$ cat src/rtl/sid_write_sequencer_if.sv
// Command stream and SID register-port bundle shared by the write sequencer
// and whatever feeds it; master drives commands, slave drives the SID port.
interface sid_write_sequencer_if #(
   parameter int DELAY_W = 20
);
   logic               cmd_valid;
   logic               cmd_ready;
   logic [4:0]         cmd_addr;
   logic [7:0]         cmd_data;
   logic [DELAY_W-1:0] cmd_delay;
   logic [4:0]         sid_a;
   logic [7:0]         sid_di;
   logic               sid_we;
   logic               sid_cs;

   modport master (
      output cmd_valid, cmd_addr, cmd_data, cmd_delay,
      input  cmd_ready, sid_a, sid_di, sid_we, sid_cs
   );

   modport slave (
      input  cmd_valid, cmd_addr, cmd_data, cmd_delay,
      output cmd_ready, sid_a, sid_di, sid_we, sid_cs
   );
endinterface

$ cat src/rtl/sid_write_sequencer.sv
// Queued SID register writer: FIFO of (addr, data, delay) commands replayed as
// single-cycle write strobes, each followed by a programmable idle gap.
module sid_write_sequencer #(
   parameter int DEPTH   = 16,
   parameter int DELAY_W = 20
) (
   input  logic                     clk,
   input  logic                     reset,
   input  logic                     pause,
   sid_write_sequencer_if.slave     bus,
   output logic [$clog2(DEPTH):0]   pending,
   output logic                     busy
);
   localparam int AW = $clog2(DEPTH);
   localparam int EW = 5 + 8 + DELAY_W;

   typedef enum logic [1:0] {IDLE, WRITE, WAIT} state_t;

   logic [EW-1:0]      mem [DEPTH];
   logic [AW-1:0]      wr_ptr_reg;
   logic [AW-1:0]      rd_ptr_reg;
   logic [AW:0]        count_reg;
   state_t             state_reg;
   logic [DELAY_W-1:0] cnt_reg;
   logic [4:0]         a_reg;
   logic [7:0]         di_reg;
   logic               we_reg;

   logic [EW-1:0]      head;
   logic               full;
   logic               push;
   logic               pop;

   assign head = mem[rd_ptr_reg];
   assign full = (count_reg == (AW+1)'(DEPTH));
   assign push = bus.cmd_valid && !full;
   // An issue decision is taken from IDLE, or from WRITE when the last write asked for no gap.
   assign pop  = (count_reg != '0) && !pause &&
                 ((state_reg == IDLE) || ((state_reg == WRITE) && (cnt_reg == '0)));

   always_ff @(posedge clk) begin
      if (push)
         mem[wr_ptr_reg] <= {bus.cmd_addr, bus.cmd_data, bus.cmd_delay};
   end

   always_ff @(posedge clk) begin
      if (reset) begin
         wr_ptr_reg <= '0;
         rd_ptr_reg <= '0;
         count_reg  <= '0;
      end else begin
         if (push)
            wr_ptr_reg <= wr_ptr_reg + 1'b1;
         if (pop)
            rd_ptr_reg <= rd_ptr_reg + 1'b1;
         case ({push, pop})
            2'b10:   count_reg <= count_reg + 1'b1;
            2'b01:   count_reg <= count_reg - 1'b1;
            default: count_reg <= count_reg;
         endcase
      end
   end

   // The counter already counts down during the strobe cycle, so a delay of d
   // puts the next issue decision exactly d cycles after the strobe.
   always_ff @(posedge clk) begin
      if (reset) begin
         state_reg <= IDLE;
         cnt_reg   <= '0;
         a_reg     <= '0;
         di_reg    <= '0;
         we_reg    <= 1'b0;
      end else begin
         we_reg <= 1'b0;
         if (pop) begin
            a_reg     <= head[EW-1 -: 5];
            di_reg    <= head[DELAY_W +: 8];
            cnt_reg   <= head[DELAY_W-1:0];
            we_reg    <= 1'b1;
            state_reg <= WRITE;
         end else begin
            case (state_reg)
               IDLE: state_reg <= IDLE;
               WRITE: begin
                  if (cnt_reg <= DELAY_W'(1)) begin
                     cnt_reg   <= '0;
                     state_reg <= IDLE;
                  end else begin
                     cnt_reg   <= cnt_reg - 1'b1;
                     state_reg <= WAIT;
                  end
               end
               WAIT: begin
                  if (cnt_reg <= DELAY_W'(1)) begin
                     cnt_reg   <= '0;
                     state_reg <= IDLE;
                  end else begin
                     cnt_reg <= cnt_reg - 1'b1;
                  end
               end
               default: begin
                  cnt_reg   <= '0;
                  state_reg <= IDLE;
               end
            endcase
         end
      end
   end

   assign bus.cmd_ready = !full;
   assign bus.sid_a     = a_reg;
   assign bus.sid_di    = di_reg;
   assign bus.sid_we    = we_reg;
   assign bus.sid_cs    = we_reg;
   assign pending       = count_reg;
   assign busy          = (state_reg != IDLE) || (count_reg != '0);
endmodule
$ cat src/flat_wrapper.sv
// flat-port wrapper written by rule: the top's interface ports become plain ports
module sid_write_sequencer_flat 
#(
   parameter int DEPTH   = 16,
   parameter int DELAY_W = 20
)
  (clk, reset, pause, pending, busy, bus_cmd_valid, bus_cmd_addr, bus_cmd_data, bus_cmd_delay, bus_cmd_ready, bus_sid_a, bus_sid_di, bus_sid_we, bus_sid_cs);
  sid_write_sequencer_if #(.DELAY_W(DELAY_W)) bus_i ();
  input  logic clk;
  input  logic reset;
  input  logic pause;
  output logic [$clog2(DEPTH):0] pending;
  output logic busy;
  input wire logic [$bits(bus_i.cmd_valid)-1:0] bus_cmd_valid;
  input wire logic [$bits(bus_i.cmd_addr)-1:0] bus_cmd_addr;
  input wire logic [$bits(bus_i.cmd_data)-1:0] bus_cmd_data;
  input wire logic [$bits(bus_i.cmd_delay)-1:0] bus_cmd_delay;
  output wire logic [$bits(bus_i.cmd_ready)-1:0] bus_cmd_ready;
  output wire logic [$bits(bus_i.sid_a)-1:0] bus_sid_a;
  output wire logic [$bits(bus_i.sid_di)-1:0] bus_sid_di;
  output wire logic [$bits(bus_i.sid_we)-1:0] bus_sid_we;
  output wire logic [$bits(bus_i.sid_cs)-1:0] bus_sid_cs;
  assign bus_i.cmd_valid = bus_cmd_valid;
  assign bus_i.cmd_addr = bus_cmd_addr;
  assign bus_i.cmd_data = bus_cmd_data;
  assign bus_i.cmd_delay = bus_cmd_delay;
  assign bus_cmd_ready = bus_i.cmd_ready;
  assign bus_sid_a = bus_i.sid_a;
  assign bus_sid_di = bus_i.sid_di;
  assign bus_sid_we = bus_i.sid_we;
  assign bus_sid_cs = bus_i.sid_cs;
  sid_write_sequencer #(.DEPTH(DEPTH), .DELAY_W(DELAY_W)) u_core (.clk(clk), .reset(reset), .pause(pause), .bus(bus_i), .pending(pending), .busy(busy));
endmodule
$ cat config.mk
export PLATFORM = sky130hd
export DESIGN_NAME = sid_write_sequencer_flat
export DESIGN_NICKNAME = d
export VERILOG_FILES = /design/src/rtl/sid_write_sequencer_if.sv /design/src/rtl/sid_write_sequencer.sv /design/src/flat_wrapper.sv
export SDC_FILE = /design/constraint.sdc
export NUM_CORES = 1
export LEC_CHECK = 0
export ABC_AREA = 1
export ABC_CLOCK_PERIOD_IN_PS = 2900
export BUFFER_PORTS_ARGS = -buffer_cell sky130_fd_sc_hd__buf_2
export CAP_MARGIN = 30
export CORE_AREA = 2 2 253 255
export DETAILED_ROUTE_END_ITERATION = 10
export DIE_AREA = 0 0 255 257
export SETUP_SLACK_MARGIN = 0.05
export SYNTH_ARGS = -nofsm -noshare
export SYNTH_HDL_FRONTEND = slang
export SYNTH_SLANG_ARGS = --single-unit
$ cat constraint.sdc
create_clock -name clk -period 2.9 [get_ports clk]
set_input_delay 0.435 -clock clk [delete_from_list [all_inputs] [get_ports clk]]
set_output_delay 0.435 -clock clk [all_outputs]
set_load 0.05 [all_outputs]
==> run metrics <==
Layout area overhead 14.2%; post-layout min period 2.56 ns; row count 92; Fillers 5745; pwr dens 873 mW/mm²; Top Ports 59; Vias 16700; worst relative slew slack 36.7%; Synth warnings 0; Syn Inst Count 2391; Worst-Margin Slew 0.950 ns; RSZ-0062 raised after global routing false; Starting Density 39.7%; share of cells above drive strength 1 10.2%; fin util 45.3%; Leak 11.4 nW; endpoints failing setup 0; area of the die 0.0655 mm²; routability congestion estimate 0.790; initial antenna violation count 7; fin nets 2497; H-tree depth 2; asr flop ratio synth 0%; syn avg cell area 10.4 µm²; max-slew violation count 0; Die Wd 255 µm; worst endpoint data arrival time 3.09 ns; Max-cap violations 0; Routed Antenna Nets 0; EDFF count, synth 528; post-DR vias/cell 4.99; syn_nets 2443; HP Class input port to flip-flop; pre-CTS setup slack 0.337 ns; Synth Register Bits 581; gr ovfl total 0; TritonCTS clock tree done; Final Skew 0.0448 ns; # clock sinks 581; outcome complete, no violations; Max Root-Sink Buffers 3; clock root buffer clkbuf_16; worst vdd ir 0.728 mV; final WL 62000 µm; Setup crit end kind flip-flop; crit-path max FO 5; CP Data Required Time 3.43 ns; Die Ht 257 µm; crit path kind flip-flop to flip-flop; vias in the first global route 16400; Worst Hold Margin 0.150 ns; Max Clock Freq 0.391 GHz; largest net degree at the start of global routing 169; Remaining DRCs 0; post-CTS sizing 0; Setup crit start kind flip-flop; final worst path period share 88.3%; max reg flops 528; WL/cell 18.5 µm; global-route wire length before repair 95900 µm; first-pass detailed-route iteration total 5; Cell variety after synth 36; Worst-path clk slew 0.06 ns; sequential share of the synthesized area 68.0%; Post-DP HPWL 33500 µm; setup bufs post-CTS 0; area of the mapped netlist 0.0249 mm²; worst setup margin 0.339 ns; DRT iter0 DRCs 1479; top_reg_cell synth edfxtp_1; Port Buf Inserts 58; Num CTS Buffers 61; Core Footprint 0.0627 mm²; Post-CTS Hold Fix Bufs 0; final hold vios 0; Clock Latency Late Sink 0.65 ns; GRT Total Usage 19.1%
area by class of cell:
cell class	count	area, µm²	area share, %
clock inverters	39	378	1.33
flip-flops and latches	581	16900	59.6
multi-input cells	1361	6290	22.2
well taps	846	1060	3.73
diodes	3	7.51	0.0264
repair buffers	114	873	3.07
clock buffers	75	1640	5.77
inverters	326	1230	4.34
cells in the final DEF (no fill, tap or decap), types with 5 or more instances in the layout:
cell type     n
nand2_1     596
edfxtp_1    528
inv_1       322
nand3_1     307
nor2_1      179
o21ai_0     138
clkbuf_16    61
buf_2        58
dfxtp_1      46
buf_4        43
o211ai_1     24
o21ai_1      22
nor2_4       19
clkinv_2     17
ha_1         15
o221ai_1     14
buf_12       13
xor2_1       11
a21oi_1       8
clkbuf_1      8
clkinvlp_4    7
clkbuf_8      6
dfxtp_2       5
clkinv_1      5
cells by family after synthesis:
logic type,share of synthesized area (%)
buffers and inverters,7.22
AND/OR/NAND/NOR,18.6
multiplexers,0.0402
AO/OA/AOI/OAI,4.84
flip-flops,68.0
XOR/XNOR,0.528
adder cells (fa/ha/maj),0.754
cells in the mapped netlist, types with 4 or more instances:
library cell | instances | area [µm²]
buf_4 | 7 | 52.6
o211ai_1 | 24 | 180
o21ai_0 | 138 | 691
dfxtp_1 | 53 | 1060
nand2_1 | 597 | 2240
nand4_1 | 4 | 25.0
a21oi_1 | 8 | 40.0
nand3_1 | 307 | 1540
buf_2 | 50 | 250
nor2_1 | 195 | 732
clkbuf_1 | 46 | 173
ha_1 | 15 | 188
o221ai_1 | 14 | 123
inv_1 | 322 | 1210
o21ai_1 | 22 | 110
buf_1 | 17 | 63.8
xor2_1 | 11 | 96.3
edfxtp_1 | 528 | 15900
xnor2_1 | 4 | 35.0
inv_2 | 4 | 15.0
worst max-delay path, cell delays in order, from the launching register on:
cell and delay (ns):
dfxtp_1 0.32, inv_1 0.14, ha_1 0.17, nand2_1 0.05
nor3_1 0.18, nand3_2 0.15, a21oi_4 0.15, ha_1 0.29
xor2_1 0.22, ha_1 0.18, a21o_1 0.11, nand3_1 0.09
nand2_1 0.11, xor2_1 0.15, nand2_1 0.06, a21oi_1 0.13
worst paths after layout:
kind / start / to / slack, ns / depth (start not counted)
hold reg to reg: u_core.bus.sid_di[3] / u_core.bus.sid_di[3] / 0.45 / 2
hold / removal: reset / u_core.pending[4] / 0.15 / 2
setup / recovery: u_core.cnt_reg[0] / u_core.pending[4] / 0.34 / 15
setup reg to reg: u_core.cnt_reg[0] / u_core.pending[4] / 0.34 / 15
routing by layer:
layer | vias to the layer above | track usage (%) | wire (µm)
met5 | - | 0 | 34
met4 | 6 | 6.95 | 2000
met3 | 122 | 3.51 | 3440
met2 | 426 | 32.3 | 30200
met1 | 8086 | 24.5 | 26300
li1 | 8054 | - | -
where the power goes:
group	leakage [nW]	switching [mW]	internal, mW
Sequential	5.21	0.335	9.60
Combinational	5.20	5.05	2.10
Clock	0.978	3.33	4.40
stage by stage:
| stage | setup TNS [ns] | std cells | area, µm² | power, mW |
|---|---|---|---|---|
| after floorplan | -63.05 | 2391 | 24900 | 15.4 |
| after global placement | 0 | 3228 | 26400 | 17.2 |
| after detailed placement | 0 | 3228 | 26400 | 17.3 |
| after CTS | 0 | 3342 | 28400 | 25.0 |
| after global routing | 0 | 3345 | 28400 | 26.3 |
| final | 0 | 3345 | 28400 | 24.8 |
No activity file was read; power rests on OpenSTA's default activity.
